File: src/rtl/trigger_scheduler_pkg.sv
// trigger_scheduler_pkg
//   Shared instruction-side definitions for the triggered-instruction scheduler:
//   sizing constants, the per-instruction trigger_t layout, the scheduler
//   state encoding, the ptm true/false half layout and the channel-slot
//   "unused" encoding used by the ici/oci lists.
package trigger_scheduler_pkg;

    localparam int TIA_MAX_NUM_INSTRUCTIONS    = 8;
    localparam int TIA_INSTRUCTION_INDEX_WIDTH = $clog2(TIA_MAX_NUM_INSTRUCTIONS);
    localparam int TIA_NUM_PREDICATES          = 8;
    localparam int TIA_NUM_INPUT_CHANNELS      = 4;
    localparam int TIA_NUM_OUTPUT_CHANNELS     = 4;
    localparam int TIA_TAG_WIDTH               = 2;

    // Each instruction names up to this many input / output channels.
    localparam int TIA_NUM_ICI_SLOTS = 2;
    localparam int TIA_NUM_OCI_SLOTS = 2;

    // A channel slot carries one extra bit above the channel index so that a
    // value at or above the channel count marks the slot unused.
    localparam int TIA_CHANNEL_INDEX_WIDTH = 2;
    localparam int TIA_CHANNEL_SLOT_WIDTH  = TIA_CHANNEL_INDEX_WIDTH + 1;
    localparam logic [TIA_CHANNEL_SLOT_WIDTH-1:0] TIA_UNUSED_SLOT = '1;

    typedef logic [TIA_CHANNEL_SLOT_WIDTH-1:0] chan_slot_t;

    // ptm layout: upper half = predicates that must be 1,
    //             lower half = predicates that must be 0.
    localparam int TIA_PTM_WIDTH     = 2 * TIA_NUM_PREDICATES;
    localparam int TIA_PTM_TRUE_LSB  = TIA_NUM_PREDICATES;
    localparam int TIA_PTM_FALSE_LSB = 0;

    typedef struct packed {
        logic                                              vi;
        logic [TIA_PTM_WIDTH-1:0]                          ptm;
        chan_slot_t [TIA_NUM_ICI_SLOTS-1:0]                ici;
        logic [TIA_NUM_ICI_SLOTS-1:0]                      ictb;
        logic [TIA_NUM_ICI_SLOTS-1:0][TIA_TAG_WIDTH-1:0]   ictv;
        chan_slot_t [TIA_NUM_OCI_SLOTS-1:0]                oci;
    } trigger_t;

    // Scheduler states.
    typedef logic [1:0] sched_state_t;
    localparam sched_state_t ST_SEARCH = 2'd0;
    localparam sched_state_t ST_HOLD   = 2'd1;
    localparam sched_state_t ST_WAIT   = 2'd2;
    localparam sched_state_t ST_HALTED = 2'd3;

    function automatic logic [TIA_NUM_PREDICATES-1:0] ptm_true_half(
        input logic [TIA_PTM_WIDTH-1:0] ptm
    );
        return ptm[TIA_PTM_TRUE_LSB +: TIA_NUM_PREDICATES];
    endfunction

    function automatic logic [TIA_NUM_PREDICATES-1:0] ptm_false_half(
        input logic [TIA_PTM_WIDTH-1:0] ptm
    );
        return ptm[TIA_PTM_FALSE_LSB +: TIA_NUM_PREDICATES];
    endfunction

    function automatic logic slot_in_use(input chan_slot_t slot, input int num_channels);
        return (int'(slot) < num_channels);
    endfunction

endpackage

File: src/rtl/trigger_resolver.sv
// trigger_resolver
//   Evaluates whether one instruction's trigger is satisfied by the current
//   predicate and channel state. Purely combinational.
//   Ports:
//     trigger_i              - trigger fields of this instruction
//     predicates_i           - current predicate state
//     input_channel_empty_i  - per input channel empty flag
//     input_channel_tags_i   - head tag of each input channel
//     output_channel_full_i  - per output channel full flag
//     triggerable_o          - all trigger conditions hold
module trigger_resolver
    import trigger_scheduler_pkg::*;
(
    input  trigger_t                                                 trigger_i,
    input  logic [TIA_NUM_PREDICATES-1:0]                            predicates_i,
    input  logic [TIA_NUM_INPUT_CHANNELS-1:0]                        input_channel_empty_i,
    input  logic [TIA_NUM_INPUT_CHANNELS-1:0][TIA_TAG_WIDTH-1:0]     input_channel_tags_i,
    input  logic [TIA_NUM_OUTPUT_CHANNELS-1:0]                       output_channel_full_i,
    output logic                                                     triggerable_o
);

    logic [TIA_NUM_PREDICATES-1:0] must_be_true;
    logic [TIA_NUM_PREDICATES-1:0] must_be_false;

    assign must_be_true  = ptm_true_half(trigger_i.ptm);
    assign must_be_false = ptm_false_half(trigger_i.ptm);

    always_comb begin
        triggerable_o = trigger_i.vi;
        if ((predicates_i & must_be_true) != must_be_true) triggerable_o = 1'b0;
        if ((predicates_i & must_be_false) != '0)          triggerable_o = 1'b0;

        for (int s = 0; s < TIA_NUM_ICI_SLOTS; s++) begin
            if (slot_in_use(trigger_i.ici[s], TIA_NUM_INPUT_CHANNELS)) begin
                if (input_channel_empty_i[trigger_i.ici[s][TIA_CHANNEL_INDEX_WIDTH-1:0]])
                    triggerable_o = 1'b0;
                // Tag check only applies to slots that ask for it.
                if (trigger_i.ictb[s] &&
                    input_channel_tags_i[trigger_i.ici[s][TIA_CHANNEL_INDEX_WIDTH-1:0]]
                        != trigger_i.ictv[s])
                    triggerable_o = 1'b0;
            end
        end

        for (int s = 0; s < TIA_NUM_OCI_SLOTS; s++) begin
            if (slot_in_use(trigger_i.oci[s], TIA_NUM_OUTPUT_CHANNELS) &&
                output_channel_full_i[trigger_i.oci[s][TIA_CHANNEL_INDEX_WIDTH-1:0]])
                triggerable_o = 1'b0;
        end
    end

endmodule

File: src/rtl/trigger_scheduler.sv
// trigger_scheduler
//   Picks the lowest-indexed triggerable instruction and issues it to the
//   datapath with a valid/ready handshake, allowing only one instruction in
//   flight until it retires. Supports host halt and a freeze enable.
//   Ports:
//     clock, reset                 - clock, synchronous active-high reset
//     enable                       - low freezes all scheduler state
//     halt_req                     - host request to stop issuing
//     triggers                     - trigger fields for every instruction
//     predicates                   - current predicate state
//     input_channel_empty/_tags    - input channel status and head tags
//     output_channel_full          - output channel status
//     datapath_ready               - datapath accepts the presented issue
//     retire                       - oldest issued instruction has completed
//     triggered_instruction_valid  - issue valid (registered)
//     triggered_instruction_index  - issued instruction index (registered)
//     halted                       - scheduler is halted
//     issue_count                  - number of accepted issues, wraps
module trigger_scheduler
    import trigger_scheduler_pkg::*;
(
    input  logic                                                 clock,
    input  logic                                                 reset,
    input  logic                                                 enable,
    input  logic                                                 halt_req,
    input  trigger_t [TIA_MAX_NUM_INSTRUCTIONS-1:0]              triggers,
    input  logic [TIA_NUM_PREDICATES-1:0]                        predicates,
    input  logic [TIA_NUM_INPUT_CHANNELS-1:0]                    input_channel_empty,
    input  logic [TIA_NUM_INPUT_CHANNELS-1:0][TIA_TAG_WIDTH-1:0] input_channel_tags,
    input  logic [TIA_NUM_OUTPUT_CHANNELS-1:0]                   output_channel_full,
    input  logic                                                 datapath_ready,
    input  logic                                                 retire,
    output logic                                                 triggered_instruction_valid,
    output logic [TIA_INSTRUCTION_INDEX_WIDTH-1:0]               triggered_instruction_index,
    output logic                                                 halted,
    output logic [31:0]                                          issue_count
);

    logic [TIA_MAX_NUM_INSTRUCTIONS-1:0]    triggerable;
    logic                                   any_triggerable;
    logic [TIA_INSTRUCTION_INDEX_WIDTH-1:0] winner;

    sched_state_t                           state_q, state_d;
    logic                                   valid_q, valid_d;
    logic [TIA_INSTRUCTION_INDEX_WIDTH-1:0] index_q, index_d;
    logic [31:0]                            count_q, count_d;

    for (genvar g = 0; g < TIA_MAX_NUM_INSTRUCTIONS; g++) begin : g_resolver
        trigger_resolver u_resolver (
            .trigger_i             (triggers[g]),
            .predicates_i          (predicates),
            .input_channel_empty_i (input_channel_empty),
            .input_channel_tags_i  (input_channel_tags),
            .output_channel_full_i (output_channel_full),
            .triggerable_o         (triggerable[g])
        );
    end

    // Fixed priority: scan high to low so the lowest set index is left last.
    always_comb begin
        any_triggerable = 1'b0;
        winner          = '0;
        for (int i = TIA_MAX_NUM_INSTRUCTIONS - 1; i >= 0; i--) begin
            if (triggerable[i]) begin
                any_triggerable = 1'b1;
                winner          = TIA_INSTRUCTION_INDEX_WIDTH'(i);
            end
        end
    end

    always_comb begin
        state_d = state_q;
        valid_d = valid_q;
        index_d = index_q;
        count_d = count_q;
        case (state_q)
            ST_SEARCH: begin
                // Halt beats a pending trigger so the host can stop cleanly.
                if (halt_req) begin
                    state_d = ST_HALTED;
                end else if (any_triggerable) begin
                    state_d = ST_HOLD;
                    valid_d = 1'b1;
                    index_d = winner;
                end
            end
            ST_HOLD: begin
                // halt_req is deliberately ignored here: the handshake completes first.
                if (datapath_ready) begin
                    state_d = ST_WAIT;
                    valid_d = 1'b0;
                    count_d = count_q + 32'd1;
                end
            end
            ST_WAIT: begin
                // Retire is only looked at once already in WAIT, so a pulse
                // coinciding with the handshake cannot skip this state.
                if (retire) state_d = halt_req ? ST_HALTED : ST_SEARCH;
            end
            ST_HALTED: begin
                if (!halt_req) state_d = ST_SEARCH;
            end
            default: begin
                state_d = ST_SEARCH;
                valid_d = 1'b0;
            end
        endcase
    end

    always_ff @(posedge clock) begin
        if (reset) begin
            state_q <= ST_SEARCH;
            valid_q <= 1'b0;
            index_q <= '0;
            count_q <= '0;
        end else if (enable) begin
            state_q <= state_d;
            valid_q <= valid_d;
            index_q <= index_d;
            count_q <= count_d;
        end
    end

    assign triggered_instruction_valid = valid_q;
    assign triggered_instruction_index = index_q;
    assign halted                      = (state_q == ST_HALTED);
    assign issue_count                 = count_q;

endmodule

File: config.mk
export PLATFORM = sky130hd
export DESIGN_NAME = trigger_scheduler
export DESIGN_NICKNAME = d
export VERILOG_FILES = /design/src/rtl/trigger_scheduler_pkg.sv /design/src/rtl/trigger_resolver.sv /design/src/rtl/trigger_scheduler.sv
export SDC_FILE = /design/constraint.sdc
export NUM_CORES = 1
export LEC_CHECK = 0
export ABC_AREA = 1
export CAP_MARGIN = 0
export CORE_MARGIN = 10
export CORE_UTILIZATION = 25
export CTS_BUF_LIST = sky130_fd_sc_hd__clkbuf_8 sky130_fd_sc_hd__clkbuf_16
export DETAILED_ROUTE_END_ITERATION = 7
export GPL_ROUTABILITY_DRIVEN = 0
export GPL_TIMING_DRIVEN = 0
export SYNTH_ARGS = -nofsm -noshare
export SYNTH_HDL_FRONTEND = slang
export SYNTH_SLANG_ARGS = --single-unit
File: constraint.sdc
create_clock -name clock -period 2.9 [get_ports clock]
set_input_delay 0.87 -clock clock [delete_from_list [all_inputs] [get_ports clock]]
set_output_delay 0.87 -clock clock [all_outputs]
set_load 0.005 [all_outputs]
==> Word-level counts from Yosys, hierarchy flattened <==
Index checks and enable logic that the tools add are counted.
{ "totals": {"reg_bits": 38, "inputBits": 310, "output_inout_bits": 37, "wordCells": 368} }
{ "op_classes": {"add_sub_neg": 1, "magnitude_cmp": 64, "eq_ne": 33, "mux": 203, "n_bitwise": 17, "reduce_logical": 46} }
{ "op_table": {"columns": ["operator", "n"], "rows": [
  ["$and A8 B8 Y8", 16],
  ["$mux W1", 123],
  ["$lt A2 B3 Y1 const B", 32],
  ["$lt A3 B3 Y1 const B", 32],
  ["$bmux W1 S2", 32],
  ["$bmux W2 S2", 16],
  ["$ne A8 B8 Y1", 8],
  ["$reduce_bool A8 Y1", 8],
  ["$mux W2", 22],
  ["$add A32 B1 Y32 const B", 1],
  ["$logic_and A1 B1 Y1", 32],
  ["$ne A2 B2 Y1", 16],
  ["$mux W3", 8],
  ["$ne A2 B2 Y1 const B", 5],
  ["$reduce_and A5 Y1", 2],
  ["$pmux W2 S4", 1],
  ["$eq A2 B2 Y1 const B", 2],
  ["$reduce_and A4 Y1", 1],
  ["$ne A3 B3 Y1 const B", 1],
  ["$reduce_and A3 Y1", 1],
  ["$eq A2 B1 Y1 const B", 1],
  ["$logic_not A2 Y1", 1],
  ["$pmux W1 S2", 1],
  ["$reduce_bool A2 Y1", 1],
  ["$not A1 Y1", 1]
]} }

==> Logic depth before layout (Yosys ltp) <==
{ "depth": {"ltp_word": 23, "depth_mapped": 21} }

==> By module <==
From an unflattened synthesis, not the netlist that was laid out.
{ "hier_totals": {"cells_unflattened": 1302, "hier_area_um2": 6288.5} }
{ "by_module_without_submodules": {"columns": ["module", "instances", "cells_each", "area_each_um2", "seq_area_each_um2"], "rows": [
  ["trigger_resolver", 8, 116, 503.0, 0.0],
  ["trigger_scheduler", 1, 374, 2264.7, 760.7]
]} }

==> Worst setup path before layout <==
No wires, ideal clock.
{ "synth_path": {"path_kind": "input to register", "start": "input port input_channel_tags[1] in the netlist's numbering", "end": "register state_q[0]", "setup_ps": 115, "t_arrival_ps": 2302, "slack_ps": 483, "stages": 17, "path_buffers": 2, "path_cell_list": "clkbuf_2 -> buf_4 -> nand2_1 -> nand3_1 -> nand2_1 -> nand2_1 -> nand2_1 -> nand3_1 -> nand2_1 -> nand2_1 -> nand2_1 -> nand3_1 -> nand2_1 -> nor2_1 -> nand4_1 -> a21oi_1 -> nor2_1"} }
{ "synth_via": {"elab_chain_len": 21, "elab_cells_between_ends": 130} }
{ "synth_lines": {"columns": ["element", "line_no", "rtl"], "rows": [
  ["start, declared", "trigger_scheduler.sv:29", "input logic [TIA_NUM_INPUT_CHANNELS-1:0][TIA_TAG_WIDTH-1:0] input_channel_tags,"],
  ["$bmux W2 S2", "trigger_resolver.sv:39", "input_channel_tags_i[trigger_i.ici[s][TIA_CHANNEL_INDEX_WIDTH-1:0]]"],
  ["$mux W2 (not written as such)", "trigger_resolver.sv:39", null],
  ["$ne A2 B2 Y1", "trigger_resolver.sv:40", "!= trigger_i.ictv[s])"],
  ["$logic_and A1 B1 Y1", "trigger_resolver.sv:38", "if (trigger_i.ictb[s] &&"],
  ["$mux W1", "trigger_resolver.sv:38", null],
  ["$mux W1", "trigger_resolver.sv:34", "if (slot_in_use(trigger_i.ici[s], TIA_NUM_INPUT_CHANNELS)) begin"],
  ["$mux W1", "trigger_resolver.sv:35", "if (input_channel_empty_i[trigger_i.ici[s][TIA_CHANNEL_INDEX_WIDTH-1:0]])"],
  ["$mux W1", "trigger_resolver.sv:38", null],
  ["$mux W1", "trigger_resolver.sv:34", null],
  ["$mux W1 (2 in a row)", "trigger_resolver.sv:46", "if (slot_in_use(trigger_i.oci[s], TIA_NUM_OUTPUT_CHANNELS) &&"],
  ["$mux W1 (7 in a row)", "trigger_scheduler.sv:64", "if (triggerable[i]) begin"],
  ["$mux W1 (*)", "trigger_scheduler.sv:64", null],
  ["$ne A3 B3 Y1 (no source line) (*)", null, null],
  ["$reduce_and A5 Y1 (no source line) (*)", null, null],
  ["end signal, assigned", "trigger_scheduler.sv:117", "state_q <= state_d;"],
  ["end, declared", "trigger_scheduler.sv:43", "sched_state_t state_q, state_d;"]
]} }
Mark *: on every way between the ends. The rest lies on a longest branch, timed or not. The select of a mux whose other input is x is not followed.
A chain may end at the register's enable or synchronous reset.

==> Worst setup path after layout <==
{ "layout_path": {"start": "input port triggers[258] in the netlist's numbering", "end": "register state_q[1]"} }
{ "layout_via": {"elab_chain_len": 21, "elab_cells_between_ends": 25} }
{ "layout_lines": {"columns": ["element", "line_no", "rtl"], "rows": [
  ["start, declared", "trigger_scheduler.sv:26", "input trigger_t [TIA_MAX_NUM_INSTRUCTIONS-1:0] triggers,"],
  ["$bmux W2 S2", "trigger_resolver.sv:39", null],
  ["$mux W2 (not written as such)", "trigger_resolver.sv:39", null],
  ["$ne A2 B2 Y1", "trigger_resolver.sv:40", null],
  ["$logic_and A1 B1 Y1", "trigger_resolver.sv:38", null],
  ["$mux W1", "trigger_resolver.sv:38", null],
  ["$mux W1 (*)", "trigger_resolver.sv:34", null],
  ["$mux W1", "trigger_resolver.sv:35", null],
  ["$mux W1", "trigger_resolver.sv:38", null],
  ["$mux W1 (*)", "trigger_resolver.sv:34", null],
  ["$mux W1 (*) (2 in a row)", "trigger_resolver.sv:46", null],
  ["$mux W1 (*) (8 in a row)", "trigger_scheduler.sv:64", null],
  ["$ne A3 B3 Y1 (no source line) (*)", null, null],
  ["$reduce_and A5 Y1 (no source line) (*)", null, null]
]} }
Marks and branches as above.

==> results.sh <==
export IMPL_outcome="finished clean"
export IMPL_vias=9467
export IMPL_min_path_cells=2
export IMPL_p_per_area_nw_per_um2=218
export IMPL_power_frac_seq_pct=23.7
export IMPL_regToRegEndpoint="issue_count[28]$_SDFFE_PP0P_"
export IMPL_syn2layout_area_growth_pct=65.4
export IMPL_cts_num_sinks=38
export IMPL_synth_top_cell_area_share_pct=29.6
export IMPL_grt_pass1_vias=9268
export IMPL_synthMuxAreaShare_pct=0
export IMPL_comb_power_share_pct=52.2
export IMPL_layout_setup_ws_ns=0.160
export IMPL_worst_setup_path_start_kind="input pin"
export IMPL_synth_flop_cell="dfxtp_1"
export IMPL_finalSetupViolCount=0
export IMPL_start_util_pct=25.3
export IMPL_synth_compound_area_share_pct=15.2
export IMPL_maxCapViolCount=0
export IMPL_reg2reg_from="state_q[0]$_SDFFE_PP0P_"
export IMPL_synth_nets=1574
export IMPL_clkPwrFrac_pct=24.1
export IMPL_p_sw_w=0.000816
export IMPL_place_inst=1923
export IMPL_synth_top_family_by_area="simple AND/OR/NAND/NOR gates"
export IMPL_fin_area_um2=10500
export IMPL_whs_endpoint="issue_count[1]$_SDFFE_PP0P_"
export IMPL_drt_iter0_markers=643
export IMPL_wirelength_mm=35.6
export IMPL_nNetsFinal=1919
export IMPL_drc_errors=0
export IMPL_synth_xor_area_share_pct=2.08
export IMPL_cp_arrival_ns=2.96
export IMPL_yosys_area_share_simple_pct=58.0
export IMPL_overflow=0
export IMPL_netlist_instances=1263
export IMPL_rows=58
export IMPL_relSlewSlack_pct=23.3
export IMPL_dieArea_um2=32100
export IMPL_syn_area_um2=6320
export IMPL_cts_tree="done"
export IMPL_synth_cell_types=46
export IMPL_cts_root_buffer="clkbuf_16"
export IMPL_core_area_um2=25000
export IMPL_post_synth_top_area_cell="nand2_1"
export IMPL_hold_viol_final=0
export IMPL_fin_cells=1941
export IMPL_critPathMaxFanout=4
export IMPL_cts_buffers=5
export IMPL_timing_final_crit_share_pct=94.5
export IMPL_ioPinCount=347
export IMPL_path_delay_family="simple AND/OR/NAND/NOR gates"
export IMPL_post_dp_cell_area_um2=10000
export IMPL_p_total_w=0.00228
export IMPL_antenna_found_initial=3
export IMPL_grtUsageTotal_pct=21.1
export IMPL_critical_path_class="input pin to flop"
export IMPL_ys_ff_latch=38
export IMPL_path_buf_inv=3
export IMPL_yosysSeqAreaShare_pct=12.0
export IMPL_post_drt_via_cell_ratio=4.88
export IMPL_synth_area_top_cells="nand2_1 30%, dfxtp_1 12%, nand3_1 10%"
export IMPL_crit_top_cell="nand2_1"
export IMPL_grt_pass1_wl_mm=52.5
export IMPL_slowest_stage="clkdlybuf4s50_1"
export IMPL_h_tree_depth=2
export IMPL_rr_worst_depth=12
export IMPL_cts_hold_fix_buffers=0
export IMPL_io_buffers=330
export IMPL_wire_per_inst_um=18.3
export IMPL_dpl_hpwl_mm=30.1
export IMPL_synth_fa_ha_area_share_pct=0.198
export IMPL_p_leak_nw=5.11
export IMPL_die_h_um=179
export IMPL_tightest_slew_ns=1.12
export IMPL_first_pass_iters=5
export IMPL_synthArstFlopShare_pct=0
export IMPL_cp_required_ns=3.12
export IMPL_clock_latency_ns=0.28
export IMPL_multi_input_area_um2=4860
export IMPL_fp_dieW_um=179
export IMPL_switching_share_pct=35.8
export IMPL_syn_area_per_cell_um2=5.01
export IMPL_drv_slew=0
export IMPL_period_needed_ns=2.74
export IMPL_final_layout_size_suffix_gt1_share_pct=6.03
export IMPL_clk_path_buf_depth=2
export IMPL_clock_skew_ns=0.00497
export IMPL_cp_slowest_stage_delay_ns=0.54
export IMPL_hp_start="issue_count[1]$_SDFFE_PP0P_"
export IMPL_synth_enable_flop_cells=0
export IMPL_place_ws_ns=-0.679
export IMPL_ant_nets=0
export IMPL_r2r_slack_ns=0.57
export IMPL_cp_cell_sequence="clkdlybuf4s50_1 -> inv_1 -> nand3_1 -> nand2_1 -> nand2_1 -> nand2_1 -> nand2_1 -> nand2_1 -> a21oi_4 -> inv_1 -> nand3_1 -> nand2_2 -> nor2_4 -> nand4_1 -> nand3_1 -> nand2_1 -> nor2_1"
export IMPL_fill_cells=2679
export IMPL_clk_pin_slew_ns=0.05
export IMPL_hold_slack_ns=0.488
export IMPL_timing_fmax_mhz=365
export IMPL_grt_max_degree=12
export IMPL_internal_power_w=0.00146
export IMPL_cp_end_kind="flop"
export IMPL_ir_drop_v=0.000211
export IMPL_hold_class="flop to flop"
export IMPL_yosys_warnings=0
export IMPL_ff_latch_area_um2=761
## worst max-delay path by stage
| stage | start | endpoint | slack, ns | depth (start not counted) |
|---|---|---|---|---|
| global placement | input_channel_empty[2] | state_q[0]$_SDFFE_PP0P_ | -0.65 | 13 |
| finish | triggers[258] | state_q[1]$_SDFFE_PP0P_ | 0.16 | 17 |
| detailed placement | input_channel_empty[2] | state_q[0]$_SDFFE_PP0P_ | -0.68 | 13 |
| floorplan | input_channel_tags[1] | state_q[0]$_SDFFE_PP0P_ | 0.48 | 17 |
| global route | triggers[258] | state_q[1]$_SDFFE_PP0P_ | -0.02 | 17 |
| CTS | input_channel_empty[2] | state_q[1]$_SDFFE_PP0P_ | 0.007 | 13 |
## Yosys cell counts, types with 2 or more instances
cell type  number
xnor2_1         3
nand4_1        35
buf_4           7
o21ai_1         2
nor2_4          3
a21o_1         10
o21a_1          2
nor3_4          3
o211ai_1       20
clkbuf_2        9
and3_1          2
a22o_1          2
nand3_2         2
nor4_1          5
nor2_2          3
o21ai_0        67
nor3_1         21
nand3b_1       10
clkbuf_1       11
inv_2           3
nor2_1        119
inv_1         150
nand2_1       498
nor3b_1         4
xor2_1         12
buf_2          11
buf_6           2
nand3_1       130
dfxtp_1        38
a21oi_1        63
## per-layer routing
| layer | global-route usage [%] | vias to the layer above | routed length (um) |
|---|---|---|---|
| li1 | - | 4776 | - |
| met1 | 22.7 | 4260 | 13200 |
| met2 | 40.3 | 385 | 18600 |
| met3 | 5.27 | 44 | 2990 |
| met4 | 4.93 | 2 | 756 |
| met5 | 0 | - | 10 |
## kinds of logic (layout without fill, tap and decap cells)
family                   after synthesis  count (layout)
flip-flops                            38              38
AND/OR/NAND/NOR                      844             844
buffers and inverters                194             540
other                                  0               2
XOR/XNOR                              15              15
adder cells (fa/ha/maj)                1               1
AO/OA/AOI/OAI                        171             171
## layout make-up
cell class	instances	share of cell area (%)
Antenna cell	2	0.0479
Buffer	40	2.55
Clock buffer	6	1.33
Clock inverter	2	0.0837
Inverter	154	5.62
Multi-Input combinational cell	1031	46.4
Sequential cell	38	7.27
Tap cell	330	3.95
Timing Repair Buffer	338	32.7
## what timing repair did
item	in CTS	in global routing
gates resized for setup	21	66
endpoints found under the setup margin	6	12
gates cloned	0	0
pin swaps	0	11
setup buffers	0	8
## tightest hold or removal path, delay by kind of cell, from the launching register on
kind            cells  cell delay (ns)
compound gates      1             0.05
buf+inv             1             0.06
flops               1             0.33
## stage by stage
step / utilization (%) / setup TNS [ns]
2_1_floorplan: - / 0
3_3_place_gp: 40.1 / -4.55
3_5_place_dp: 40.1 / -4.59
4_1_cts: 40.8 / 0
5_1_grt: 41.8 / -0.0282
6_report: 41.8 / 0
## flip-flops by register name (all words and copies together), names as in the netlist
register and count:
triggered_instruction_valid 1, triggered_instruction_index 3, state_q 2, issue_count 32
## power groups by stage
stage	Clock (W)	Combinational (W)	Sequential [W]
finish	0.000550	0.00119	0.000539
global placement	0	0.00115	0.000550
global route	0.000592	0.00131	0.000540
floorplan	0	0.000526	0.000548
detailed placement	0	0.00117	0.000550
CTS	0.000554	0.00117	0.000539
## cells in the final DEF (no fill, tap or decap), types with 3 or more instances in the layout
cell type	count
inv_1	145
nand2_2	6
xor2_1	12
nand3_2	4
nor4_1	5
a21o_1	10
clkdlybuf4s50_1	301
nor3_2	4
a21oi_1	60
xnor2_1	3
nor2_2	4
nand3b_1	10
nor2_4	5
dfxtp_1	38
nor3_1	18
buf_4	16
nand2_1	493
clkbuf_1	4
inv_2	7
o21ai_0	65
dlymetal6s2s_1	25
nor3b_1	3
nor3_4	3
dlygate4sd2_1	4
buf_2	9
nor2_1	116
o211ai_1	20
nand3_1	128
o21ai_1	4
clkbuf_2	10
nand4_1	35
buf_6	6
clkbuf_16	5
Power figures use the tool's default switching activity.
